### src/rtl/mem_2rw_arb_pkg.sv
// Shared types and constants for the two-port memory arbiter.
package mem_2rw_arb_pkg;

  localparam int unsigned MAX_LATENCY = 30;
  localparam int unsigned MAX_NREQ    = 8;

  // Requester index width; never narrower than one bit.
  function automatic int unsigned id_width(input int unsigned n);
    return (n <= 2) ? 1 : $clog2(n);
  endfunction

  localparam int unsigned ID_W = id_width(MAX_NREQ);

  // One slot of the read-return tag pipeline.
  typedef struct packed {
    logic            vld;
    logic [ID_W-1:0] id;
  } inflight_t;

endpackage

### src/rtl/mem_2rw_arb_pick2.sv
// Two-winner rotating-priority picker with same-address hazard check on the
// second winner. Purely combinational.
module rr_pick2 #(
  parameter int unsigned NREQ = 4,
  parameter int unsigned AW   = 10,
  parameter int unsigned IDW  = 2
) (
  input  logic [NREQ-1:0]    i_elig,
  input  logic [NREQ-1:0]    i_wr,
  input  logic [IDW-1:0]     i_ptr,
  input  logic [NREQ*AW-1:0] i_addr,
  output logic               o_g0_vld,
  output logic [IDW-1:0]     o_g0_idx,
  output logic               o_g1_vld,
  output logic [IDW-1:0]     o_g1_idx
);

  int unsigned    w_idx;
  logic [IDW-1:0] w_sel;
  logic           w_stop;

  // Scan from ptr; the first eligible is g0, the next one ends the scan and
  // becomes g1 only if it does not conflict with g0's address.
  always_comb begin
    o_g0_vld = 1'b0;
    o_g0_idx = '0;
    o_g1_vld = 1'b0;
    o_g1_idx = '0;
    w_idx    = 0;
    w_sel    = '0;
    w_stop   = 1'b0;
    for (int unsigned k = 0; k < NREQ; k++) begin
      w_idx = (32'(i_ptr) + k) % NREQ;
      w_sel = IDW'(w_idx);
      if (i_elig[w_sel] && !w_stop) begin
        if (!o_g0_vld) begin
          o_g0_vld = 1'b1;
          o_g0_idx = w_sel;
        end else begin
          w_stop = 1'b1;
          if (!((i_addr[32'(w_sel)*AW +: AW] == i_addr[32'(o_g0_idx)*AW +: AW]) &&
                (i_wr[w_sel] || i_wr[o_g0_idx]))) begin
            o_g1_vld = 1'b1;
            o_g1_idx = w_sel;
          end
        end
      end
    end
  end

endmodule

### src/rtl/mem_2rw_arb.sv
// Round-robin arbiter sharing a two-port read/write memory among NREQ
// requesters, with per-port read tag pipelines routing data back.
module mem_2rw_arb
  import mem_2rw_arb_pkg::*;
#(
  parameter int unsigned NREQ    = 4,
  parameter int unsigned AW      = 10,
  parameter int unsigned DW      = 32,
  parameter int unsigned WORDS   = 1024,
  parameter int unsigned LATENCY = 2
) (
  input  logic               clk,
  input  logic               rst,
  input  logic [NREQ-1:0]    req_vld,
  input  logic [NREQ-1:0]    req_wr,
  input  logic [NREQ*AW-1:0] req_addr,
  input  logic [NREQ*DW-1:0] req_din,
  input  logic [NREQ*DW-1:0] req_bw,
  output logic [NREQ-1:0]    req_rdy,
  output logic [NREQ-1:0]    rsp_vld,
  output logic [NREQ*DW-1:0] rsp_data,
  output logic [NREQ-1:0]    rsp_serr,
  output logic [NREQ-1:0]    rsp_derr,
  output logic [NREQ-1:0]    err_oor,
  output logic               read_0,
  output logic               write_0,
  output logic               read_1,
  output logic               write_1,
  output logic [AW-1:0]      addr_0,
  output logic [AW-1:0]      addr_1,
  output logic [DW-1:0]      din_0,
  output logic [DW-1:0]      din_1,
  output logic [DW-1:0]      bw_0,
  output logic [DW-1:0]      bw_1,
  input  logic [DW-1:0]      dout_0,
  input  logic [DW-1:0]      dout_1,
  input  logic               read_serr_0,
  input  logic               read_serr_1,
  input  logic               read_derr_0,
  input  logic               read_derr_1
);

  localparam int unsigned IDW = id_width(NREQ);

  if (LATENCY < 1 || LATENCY >= MAX_LATENCY) begin : g_bad_latency
    $error("mem_2rw_arb: LATENCY must be 1..%0d", MAX_LATENCY - 1);
  end
  if (NREQ < 2 || NREQ > MAX_NREQ) begin : g_bad_nreq
    $error("mem_2rw_arb: NREQ must be 2..%0d", MAX_NREQ);
  end

  logic [IDW-1:0]  r_ptr;
  inflight_t       r_p0 [LATENCY];
  inflight_t       r_p1 [LATENCY];

  logic [NREQ-1:0] w_oor;
  logic [NREQ-1:0] w_elig;
  logic            w_g0_vld, w_g1_vld;
  logic [IDW-1:0]  w_g0_idx, w_g1_idx;
  logic            w_on0, w_on1;
  logic [NREQ-1:0] w_hit0, w_hit1;

  // Out-of-range requests are consumed here and never reach the picker.
  for (genvar i = 0; i < NREQ; i++) begin : g_req
    assign w_oor[i]  = req_vld[i] && (64'(req_addr[i*AW +: AW]) >= 64'(WORDS));
    assign w_elig[i] = req_vld[i] && !w_oor[i];
    assign req_rdy[i] = !rst && (w_oor[i] ||
                                 (w_g0_vld && (w_g0_idx == IDW'(i))) ||
                                 (w_g1_vld && (w_g1_idx == IDW'(i))));
    assign err_oor[i] = !rst && w_oor[i];

    assign w_hit0[i] = !rst && r_p0[LATENCY-1].vld && (r_p0[LATENCY-1].id == ID_W'(i));
    assign w_hit1[i] = !rst && r_p1[LATENCY-1].vld && (r_p1[LATENCY-1].id == ID_W'(i));
    assign rsp_vld[i] = w_hit0[i] || w_hit1[i];
    assign rsp_data[i*DW +: DW] = w_hit0[i] ? dout_0 : (w_hit1[i] ? dout_1 : '0);
    assign rsp_serr[i] = (w_hit0[i] && read_serr_0) || (w_hit1[i] && read_serr_1);
    assign rsp_derr[i] = (w_hit0[i] && read_derr_0) || (w_hit1[i] && read_derr_1);
  end

  rr_pick2 #(
    .NREQ (NREQ),
    .AW   (AW),
    .IDW  (IDW)
  ) u_pick (
    .i_elig   (w_elig),
    .i_wr     (req_wr),
    .i_ptr    (r_ptr),
    .i_addr   (req_addr),
    .o_g0_vld (w_g0_vld),
    .o_g0_idx (w_g0_idx),
    .o_g1_vld (w_g1_vld),
    .o_g1_idx (w_g1_idx)
  );

  assign w_on0   = !rst && w_g0_vld;
  assign w_on1   = !rst && w_g1_vld;
  assign read_0  = w_on0 && !req_wr[w_g0_idx];
  assign write_0 = w_on0 &&  req_wr[w_g0_idx];
  assign read_1  = w_on1 && !req_wr[w_g1_idx];
  assign write_1 = w_on1 &&  req_wr[w_g1_idx];
  assign addr_0  = w_on0 ? req_addr[32'(w_g0_idx)*AW +: AW] : '0;
  assign addr_1  = w_on1 ? req_addr[32'(w_g1_idx)*AW +: AW] : '0;
  assign din_0   = w_on0 ? req_din[32'(w_g0_idx)*DW +: DW] : '0;
  assign din_1   = w_on1 ? req_din[32'(w_g1_idx)*DW +: DW] : '0;
  assign bw_0    = w_on0 ? req_bw[32'(w_g0_idx)*DW +: DW] : '0;
  assign bw_1    = w_on1 ? req_bw[32'(w_g1_idx)*DW +: DW] : '0;

  // Advance the round-robin pointer past the last granted requester.
  always_ff @(posedge clk) begin
    if (rst) begin
      r_ptr <= '0;
    end else if (w_g1_vld) begin
      r_ptr <= (32'(w_g1_idx) == NREQ - 1) ? '0 : w_g1_idx + IDW'(1);
    end else if (w_g0_vld) begin
      r_ptr <= (32'(w_g0_idx) == NREQ - 1) ? '0 : w_g0_idx + IDW'(1);
    end
  end

  // Tag pipelines: the last stage lines up with the memory's read data.
  always_ff @(posedge clk) begin
    if (rst) begin
      for (int unsigned s = 0; s < LATENCY; s++) begin
        r_p0[s] <= '0;
        r_p1[s] <= '0;
      end
    end else begin
      r_p0[0].vld <= read_0;
      r_p0[0].id  <= ID_W'(w_g0_idx);
      r_p1[0].vld <= read_1;
      r_p1[0].id  <= ID_W'(w_g1_idx);
      for (int unsigned s = 1; s < LATENCY; s++) begin
        r_p0[s] <= r_p0[s-1];
        r_p1[s] <= r_p1[s-1];
      end
    end
  end

endmodule

### config.mk
export PLATFORM = sky130hd
export DESIGN_NAME = mem_2rw_arb
export DESIGN_NICKNAME = d
export VERILOG_FILES = /design/src/rtl/mem_2rw_arb_pkg.sv /design/src/rtl/mem_2rw_arb_pick2.sv /design/src/rtl/mem_2rw_arb.sv
export SDC_FILE = /design/constraint.sdc
export NUM_CORES = 1
export LEC_CHECK = 0
export CAP_MARGIN = 15
export CORE_AREA = 2 2 265 267
export DETAILED_ROUTE_END_ITERATION = 8
export DIE_AREA = 0 0 267 269
export GPL_TIMING_DRIVEN = 0
export RECOVER_POWER = 25
export SLEW_MARGIN = 25
export SYNTH_ARGS = -nofsm -noshare
export SYNTH_HDL_FRONTEND = slang
export SYNTH_SLANG_ARGS = --single-unit
### constraint.sdc
create_clock -name clk -period 10.55 [get_ports clk]
set_clock_uncertainty 0.1 [all_clocks]
set_input_delay 2.11 -clock clk [delete_from_list [all_inputs] [get_ports clk]]
set_output_delay 2.11 -clock clk [all_outputs]
set_load 0.05 [all_outputs]
==> results.yml <==
critical_path:
  crit_top_cell: "a211oi_1"
  worst-path-buf-inv: 5
  r2r_end: "r_ptr[1]"
  cp_slowest_cell: "dlygate4sd2_1"
  criticalPathCategory: "in2out"
  r2r_start: "r_ptr[0]"
  endpoint_kind: "primary output"
  cp.required_ps: 8340
  worstRegToRegCells: 24
  max_stage_delay_ps: 590
  path_cells: "clkdlybuf4s50_1, buf_2, mux2_2, nand2_1, o21ai_1, ha_4, mux2i_1, or3_1, buf_4, a221oi_1, nor3_1, nor4b_1, and4_1, a21oi_2, o31ai_4, clkbuf_1, and2_1, a211oi_1, a211oi_1, dlygate4sd2_1"
  cp_top_family: "buffers and inverters"
  cp.arrival_ps: 8000
  worstPathMaxFanout: 10
  r2r_slack_ps: 3200
  critPathLaunch: "req_vld[3]"
  start_kind: "input pin"
die:
  fp.dieW_um: 267
  fp-row-count: 97
  fp.coreArea_mm2: 0.0693
  io_pins: 674
  die_area_mm2: 0.0718
  start_util_pct: 15.8
  die_h_um: 269
global_route:
  grt_max_degree: 12
  grt_pass1_vias: 13400
  grt_usage_pct: 19.1
  overflow: 0
  antenna_found_initial: 8
  grt_pass1_wl_um: 101000
clock_tree:
  cts_root_buf: "clkbuf_16"
  htree_levels: 1
  numCtsBuffers: 3
  cts_buffer_depth: 2
  cts.hold.buffers_added: 0
  clock_latency_ps: 250
  tritoncts: "yes"
  clk_pin_slew_worst_paths_ps: 40
  cts_sinks: 14
layout:
  final_util_pct: 26.9
  fin_area_mm2: 0.0186
  fin_nets: 2290
  syn2layout_area_growth_pct: 70.1
  layout-drive-gt1-share_pct: 15.1
  instances_no_fill: 2848
power_and_ir_drop:
  powerDensity_mw_per_mm2: 292
  p_leak_nw: 6.92
  peakVddDrop_mv: 0.174
place:
  dp_hpwl_um: 61200
  dp_cells: 2842
  placedInstanceArea_mm2: 0.0186
  portBuffers: 637
  gp_congestion: 0.944
  place_ws_ps: -1360
yosys:
  synth-seq-cells: 14
  syn_area_per_cell_um2: 8.70
  syn_area_mm2: 0.0110
  synthCells: 1260
  synth_edf_count: 0
  async_reset_ff_share_pct: 0
  ys_warn_count: 0
  synth_cell_types: 75
  synth_top_flop_cell: "dfxtp_1"
  synth-seq-area-share_pct: 2.56
hold_path:
  holdPathEnd: "r_p0[0][4]"
  holdPathStages: 1
  hp-start: "r_p0[0][0]"
  hp-class: "reg2reg"
status:
  status: "finished, final reports clean"
timing:
  relSlewSlack_pct: 19.3
  finalCriticalPeriod_ps: 10210
  final_max_slew_viol_count: 0
  finalSetupViolCount: 0
  rsz0062_at_grt: "false"
  tightestPinTransition_ps: 1210
  fin_ws_ps: 336
  period_share_pct: 96.8
  fmax_mhz: 97.9
  hold_viol: 0
detailed_routing:
  drc: 0
  ant_nets: 0
  vias: 14300
  wirelength_um: 74700
  drt_iter0_markers: 1122
  vias_per_cell: 5.02
  detail_route.wl_per_cell_um: 26.2
  dr.pass1.iters: 7
job:
  drv_cap: 0
==> what timing repair did <==
action                                  4_1_cts  5_1_grt
setup buffers                                 0        1
endpoints found under the setup margin      124      100
cloned                                        0        0
resized for setup                            97       32
==> final cells by class <==
cell class	instances	area (um2)
Fill cell	7587	50700
Multi-Input combinational cell	1046	9710
Timing Repair Buffer	640	6320
Tap cell	940	1180
Buffer	186	1000
Sequential cell	14	280
Clock buffer	4	88.8
Inverter	15	56.3
Antenna cell	3	7.51
==> logic make-up (layout without fill, tap and decap cells) <==
| group | count (synthesis) | in the layout | share of synthesized area (%) |
|---|---|---|---|
| AOI/OAI and AO/OA | 457 | 457 | 34.0 |
| xor gates and xnor gates | 27 | 27 | 2.16 |
| adders and majority gates | 10 | 10 | 1.14 |
| buffers and inverters | 203 | 845 | 9.55 |
| DFF | 14 | 14 | 2.56 |
| muxes | 252 | 252 | 34.7 |
| other | 1 | 7 | 0.0342 |
| and+or+nand+nor | 296 | 296 | 15.8 |
==> power breakdown <==
part / switching, mW / total, mW / internal [mW]
Sequential: 0.0141 / 0.0846 / 0.0704
Clock: 0.0233 / 0.0808 / 0.0575
Combinational: 3.30 / 5.27 / 1.97
Total: 3.34 / 5.44 / 2.10
==> layout by cell type (no fill, tap or decap), types with 13 or more instances in the layout <==
cell type and n:
clkdlybuf4s50_1 495, and2_1 142, a22o_1 140, mux2i_1 134
mux4_2 101, clkbuf_1 90, a211oi_1 86, dlygate4sd3_1 64
dlygate4sd2_1 60, a211oi_2 49, a21oi_1 45, a221oi_1 42
buf_2 39, nand2_1 33, nor2_1 30, o21ai_0 27
buf_4 18, mux2_2 17, xor2_1 16, buf_1 14
inv_1 14, and3_1 14, dfxtp_1 14, nor3_1 13
nor2b_1 13
==> sequential cells by signal, indices dropped and copies added (netlist names) <==
name   cells
r_p0       6
r_p1       6
r_ptr      2
==> Yosys cell counts (9+ instances only) <==
cell,n,area share (%)
a211oi_1,89,6.1
mux2i_1,134,12
buf_1,15,0.51
o22ai_1,12,0.68
buf_4,15,1.0
o21ai_0,28,1.3
buf_6,9,0.92
nor2_1,32,1.1
nor2b_1,13,0.74
inv_1,14,0.48
buf_2,43,2.0
a21oi_1,45,2.1
and3_1,14,0.80
ha_1,10,1.1
nor3_1,14,0.64
a22o_1,140,11
a211oi_2,47,5.4
xor2_1,16,1.3
clkbuf_1,96,3.3
mux2_2,17,1.7
mux4_2,101,21
and2_1,142,8.1
xnor2_1,11,0.88
a221oi_1,42,3.4
nand2_1,33,1.1
dfxtp_1,14,2.6
==> stage by stage <==
step                setup TNS [ps]  power, mW  hold slack [ps]
floorplan                        0       3.76              314
global placement            -78350       5.43              322
detailed placement          -80420       5.43              321
CTS                              0       5.43              332
global route                     0       5.73              361
finish                           0       5.44              329
==> how the worst max path moves through the flow <==
stage / end / slack (ps) / depth (start not counted)
after floorplan: din_1[14] / 970 / 21
after global placement: din_1[2] / -1360 / 27
after detailed placement: din_1[2] / -1360 / 27
after CTS: bw_1[23] / 0.6 / 30
after global routing: bw_1[24] / 30 / 23
final: din_1[20] / 340 / 20
==> worst register-to-register path: stages (launching register included) <==
cell and delay [ps]:
dfxtp_1 510, buf_2 280, clkbuf_4 300, buf_4 350, clkbuf_4 320, buf_4 220
clkbuf_2 290, clkbuf_4 340, mux2i_1 220, o21ai_1 150, ha_4 320, mux2i_1 80
or3_1 370, buf_4 170, a221oi_1 360, nor3_1 110, nor4b_1 490, and4_1 380
a21oi_2 120, o31ai_4 470, inv_2 80, clkbuf_1 450, ha_1 490, nor2_1 50
a211oi_1 250
==> routing by layer <==
metal | vias up | part of all wire, % | global-route usage, %
met5 | - | 0.055 | 0
met4 | 6 | 3.2 | 5.09
met3 | 102 | 9.8 | 5.28
met2 | 848 | 47 | 31.3
met1 | 7013 | 40 | 24.5
li1 | 6325 | - | -
Power figures use the tool's default switching activity.
